<file path="src/rtl/arbitro_rr_4_a_1_pkg.sv">
// Shared types and sizes for the 4-to-1 round-robin arbiter slice.
package arbitro_rr_4_a_1_pkg;

    localparam int SEL_W = 2;
    localparam int N_REQ = 4;
    localparam int CNT_W = 4;

    typedef enum logic {
        REPOSO  = 1'b0,
        ENTREGA = 1'b1
    } estado_t;

endpackage

</file>
<file path="src/rtl/prioridad_rr_4.sv">
// Rotating-priority picker: first active request after base, wrapping back to base itself.
module prioridad_rr_4
    import arbitro_rr_4_a_1_pkg::*;
(
    input  logic [N_REQ-1:0] req,
    input  logic [SEL_W-1:0] base,
    output logic [SEL_W-1:0] winner,
    output logic             any_req
);

    logic [SEL_W-1:0] idx;

    // Scan from farthest to nearest so the last hit is the highest-priority one.
    always_comb begin
        winner  = base;
        any_req = |req;
        idx     = '0;
        for (int unsigned d = N_REQ; d >= 1; d--) begin
            idx = base + SEL_W'(d);
            if (req[idx]) begin
                winner = idx;
            end
        end
    end

endmodule

</file>
<file path="src/rtl/arbitro_rr_4_a_1.sv">
// Round-robin 4:1 arbiter with bounded bursts, feeding one registered valid/ready output.
module arbitro_rr_4_a_1
    import arbitro_rr_4_a_1_pkg::*;
#(
    parameter int n          = 4,
    parameter int MAX_RAFAGA = 4
) (
    input  logic             i_clk,
    input  logic             i_rst_n,
    input  logic [N_REQ-1:0] i_req,
    input  logic [n-1:0]     i_Datos_0,
    input  logic [n-1:0]     i_Datos_1,
    input  logic [n-1:0]     i_Datos_2,
    input  logic [n-1:0]     i_Datos_3,
    input  logic             i_ready,
    output logic [N_REQ-1:0] o_ack,
    output logic [n-1:0]     o_Datos,
    output logic             o_valid,
    output logic [SEL_W-1:0] o_sel
);

    estado_t          state, state_next;
    logic [CNT_W-1:0] cnt;
    logic             carga;
    logic             cont;
    logic             any_req;
    logic [SEL_W-1:0] rr_winner;
    logic [SEL_W-1:0] winner;
    logic [n-1:0]     dato_win;

    prioridad_rr_4 u_prioridad (
        .req     (i_req),
        .base    (o_sel),
        .winner  (rr_winner),
        .any_req (any_req)
    );

    // The current owner keeps the grant while it still requests and has burst budget.
    assign cont   = (state == ENTREGA) && i_req[o_sel] && (cnt < CNT_W'(MAX_RAFAGA));
    assign winner = cont ? o_sel : rr_winner;

    always_comb begin
        unique case (winner)
            2'd0:    dato_win = i_Datos_0;
            2'd1:    dato_win = i_Datos_1;
            2'd2:    dato_win = i_Datos_2;
            default: dato_win = i_Datos_3;
        endcase
    end

    always_ff @(posedge i_clk or negedge i_rst_n) begin
        if (!i_rst_n) begin
            state <= REPOSO;
        end else begin
            state <= state_next;
        end
    end

    always_comb begin
        state_next = state;
        if (carga) begin
            state_next = any_req ? ENTREGA : REPOSO;
        end
    end

    // Acks are suppressed during reset so no requester believes its word was taken.
    always_comb begin
        o_valid = (state == ENTREGA);
        carga   = (state == REPOSO) || (o_valid && i_ready);
        o_ack   = '0;
        if (carga && any_req && i_rst_n) begin
            o_ack[winner] = 1'b1;
        end
    end

    always_ff @(posedge i_clk or negedge i_rst_n) begin
        if (!i_rst_n) begin
            o_Datos <= '0;
            o_sel   <= '1;
            cnt     <= '0;
        end else if (carga && any_req) begin
            o_Datos <= dato_win;
            o_sel   <= winner;
            cnt     <= cont ? cnt + CNT_W'(1) : CNT_W'(1);
        end
    end

endmodule

</file>
<file path="config.mk">
export PLATFORM = sky130hd
export DESIGN_NAME = arbitro_rr_4_a_1
export DESIGN_NICKNAME = d
export VERILOG_FILES = /design/src/rtl/arbitro_rr_4_a_1_pkg.sv /design/src/rtl/prioridad_rr_4.sv /design/src/rtl/arbitro_rr_4_a_1.sv
export SDC_FILE = /design/constraint.sdc
export NUM_CORES = 1
export LEC_CHECK = 0
export ABC_AREA = 0
export BUFFER_PORTS_ARGS = -buffer_cell sky130_fd_sc_hd__clkbuf_2
export CAP_MARGIN = 0
export CORE_MARGIN = 3
export CORE_UTILIZATION = 46
export CTS_CLUSTER_DIAMETER = 100
export CTS_CLUSTER_SIZE = 10
export DETAILED_ROUTE_END_ITERATION = 7
export PLACE_DENSITY = 0.8
export SYNTH_ARGS = -nofsm -noshare
export SYNTH_HDL_FRONTEND = slang
export SYNTH_HIERARCHICAL = 1
export SYNTH_SLANG_ARGS = --single-unit
</file>
<file path="constraint.sdc">
create_clock -name i_clk -period 2.2 [get_ports i_clk]
set_input_delay 0.22 -clock i_clk [delete_from_list [all_inputs] [get_ports i_clk]]
set_output_delay 0.22 -clock i_clk [all_outputs]
set_load 0.03 [all_outputs]
</file>
==> reports/qor.txt <==
Final WS setup = -154.7 ps
Die area = 0.002287 mm^2
Utilization after layout = 74.52%
Multi-input logic area = 543.0 um^2
Final nets = 156
Clock Skew = 9.783 ps
CP delay by family, top = flip-flops
Final hold vios = 0
Peak VDD IR = 0.7318 mV
Later-pin clock latency in the skew report = 280 ps
Post-Syn Area = 804.5 um^2
First-pass GRT wire length = 3.256 mm
Hold depth = 3
DR vias = 868
Filler Cell Count = 109
Antenna-violating nets left = 0
Die X = 47.82 um
Worst Tran Pin Value = 626.3 ps
Pwr Total = 1642 uW
Max FO, Critical Path = 6
Vias per cell = 5.905
Normalized max-slew margin = 58.14%
Final Wtd Congestion = 0.8127
DR WL/cell = 15.81 um
Critical Path, Cell by Cell = nand2b_1, a32oi_1, nand2_1, a22oi_2, and2_4, nor3b_2, clkbuf_8
Slew Limit Fails = 0
Clk network pwr share = 9.0%
Average cell area after synthesis = 9.355 um^2
Pre-CTS setup slack = 64.35 ps
Residual DRC = 0
Number of H-tree levels = 1
Syn nets = 110
Commonest non-fill, non-tap cell in the layout = clkbuf_2
Initial Util = 51.03%
Synth Instances = 86
Die height = 47.82 um
Setup slack, reg-to-reg = 220 ps
Core ar. = 0.001577 mm^2
Clk buf depth = 2
Total CTS buffers = 3
Antenna fix cells = 0
Number of port buffers = 33
Vias in the first global route = 787
Reg area = 277.8 um^2
Required time of the worst setup path = 1980 ps
Top-area cell type share of the netlist area = 27.99%
Clock tree root buffer cell = clkbuf_4
Sequential fraction of the synthesis area = 34.53%
Commonest cells after routing, fill and taps aside = 29 x clkbuf_2, 9 x dfrtp_1, 9 x buf_4
Share of layout cells above drive strength 1 = 49.62%
Initial DRC Count = 25
P per Cell Area = 1398 mW/mm^2
Switching component of the power = 741.9 uW
Initial antenna violation count = 0
Final setup violation count = 3
Ys Warns = 6
Setup Crit Path Kind = register to output pin
Netlist cell types = 32
HPWL after DPL = 1.541 mm
Area growth syn-to-layout = 46.03%
Final period util = 107.0%
Period minus WS final = 2355 ps
Crit. End Element = output pin
Gate power share = 67.3%
Crit start category = register
Total of max-cap violations = 0
Switching share of power = 45.17%
Total clock sinks = 11
Int Power = 900.5 uW
CTS tree = built
Worst Reg-to-Reg Cells = 9
Slowest stage delay, CP = 620 ps
Flops & latches, synth = 11
Clk slew on worst S/H paths = 80 ps
Run status = complete, but fails checks
Final wirelength = 2.324 mm
Yosys top cell by area = dfrtp_1
Fmax = 424.7 MHz
Slowest stage cell, crit path = dfstp_2
RSZ-0062 raised after global routing = true
Area contributors post-synth = dfrtp_1 28%, mux2i_1 10%, dfstp_2 6.5%
Worst hold path type = input port to register
Leak Pwr = 0.0005665 uW
Seq pwr share = 23.7%
Pin count of the biggest net entering global routing = 13
Overflow after GRT = 0
Pre-antenna DRT Iters = 4
I/O pins = 34
Critical path depth in cells = 7
CP bufs+invs = 1
Row Count = 14
Failing checks = setup timing
Critical path arrival = 2130 ps
Overall routing resource usage = 20.41%
[per-stage QoR]
step / TNS, ps / hold slack (ps) / area (um^2) / instances
3_3_place_gp: 0 / 121.5 / 996.0 / 133
6_report: -366.2 / 217.0 / 1175 / 147
3_5_place_dp: 0 / 123.8 / 996.0 / 133
2_1_floorplan: -83.57 / -75.59 / 829.5 / 86
4_1_cts: -166.6 / 219.7 / 1139 / 144
5_1_grt: -607.4 / 258.6 / 1175 / 147
[worst paths after layout]
check / from / endpoint
setup / recovery: o_sel[0]$_DFFE_PN1P_ / o_ack[0]
min in group asynchronous: i_rst_n / o_Datos[2]$_DFFE_PN0P_
hold reg to reg: cnt[0]$_DFFE_PN0P_ / cnt[0]$_DFFE_PN0P_
max in group asynchronous: i_rst_n / o_sel[0]$_DFFE_PN1P_
hold / removal: i_Datos_2[0] / o_Datos[0]$_DFFE_PN0P_
setup reg to reg: o_sel[1]$_DFFE_PN1P_ / o_Datos[1]$_DFFE_PN0P_
[routing by layer]
| layer | routed length (um) | part of all wire, % | global-route usage (%) | vias to the layer above |
|---|---|---|---|---|
| li1 | - | - | - | 416 |
| met1 | 1074 | 46 | 26.32 | 420 |
| met2 | 1106 | 48 | 31.40 | 26 |
| met3 | 97 | 4.2 | 2.632 | 6 |
| met4 | 45 | 1.9 | 13.98 | 0 |
| met5 | 0 | 0 | 0 | - |
[worst register-to-register path: cells and delay by family, from the launching register on]
family	cells	cell delay, ps
DFF	1	620
buffers and inverters	3	410
AOI/OAI and AO/OA	3	420
and+or+nand+nor	3	400
[cell usage after synthesis (all sizes together)]
cell type	n
a2111oi	1
nor2	4
a32oi	1
a22oi	1
dfrtp	9
a31oi	1
inv	2
dfstp	2
nor4bb	1
nand2	9
mux2	1
o32ai	4
mux2i	8
a21o	1
a21oi	8
and2	4
nand2b	4
or3b	1
nor3b	2
clkbuf	1
o21ai	2
o41ai	1
buf	3
a22o	2
or4b	1
nor3	7
a211oi	4
ha	1
[layout make-up]
class,instances,share of cell area [%]
clock buffer,4,2.236
timing repair buffer,45,25.56
tap,16,1.704
multi-input combinational,69,46.22
inverter,2,0.6390
sequential,11,23.64
[power groups by stage]
stage          registers (uW)  clock network [uW]  logic [uW]
6_report                  389                 147        1110
3_5_place_dp              396                   0         829
4_1_cts                   391                 148        1010
3_3_place_gp              387                   0         810
5_1_grt                   398                 157        1180
2_1_floorplan             482                   0         593
[logic make-up (layout without fill, tap and decap cells)]
group,after synthesis,in the layout,synth area share (%)
AND/OR/NAND/NOR,33,33,25.35
AO/OA/AOI/OAI,26,26,22.55
flip-flops,11,11,34.53
multiplexers,9,9,11.35
buffers and inverters,6,51,4.665
adder cells (fa/ha/maj),1,1,1.555
[state kept, by name, summed over array words and instances, names as in the netlist]
signal and cells:
o_sel 2, o_valid 1, cnt 4, o_Datos 4
[repair_timing]
item                       CTS  global route
pin swaps                    4             1
setup endpoints to repair    4             4
hold buffers                 1             0
resized for setup           15             5
buffers inserted             6             3
hold endpoints to repair     9             0
(Power assumes the default switching activity.)
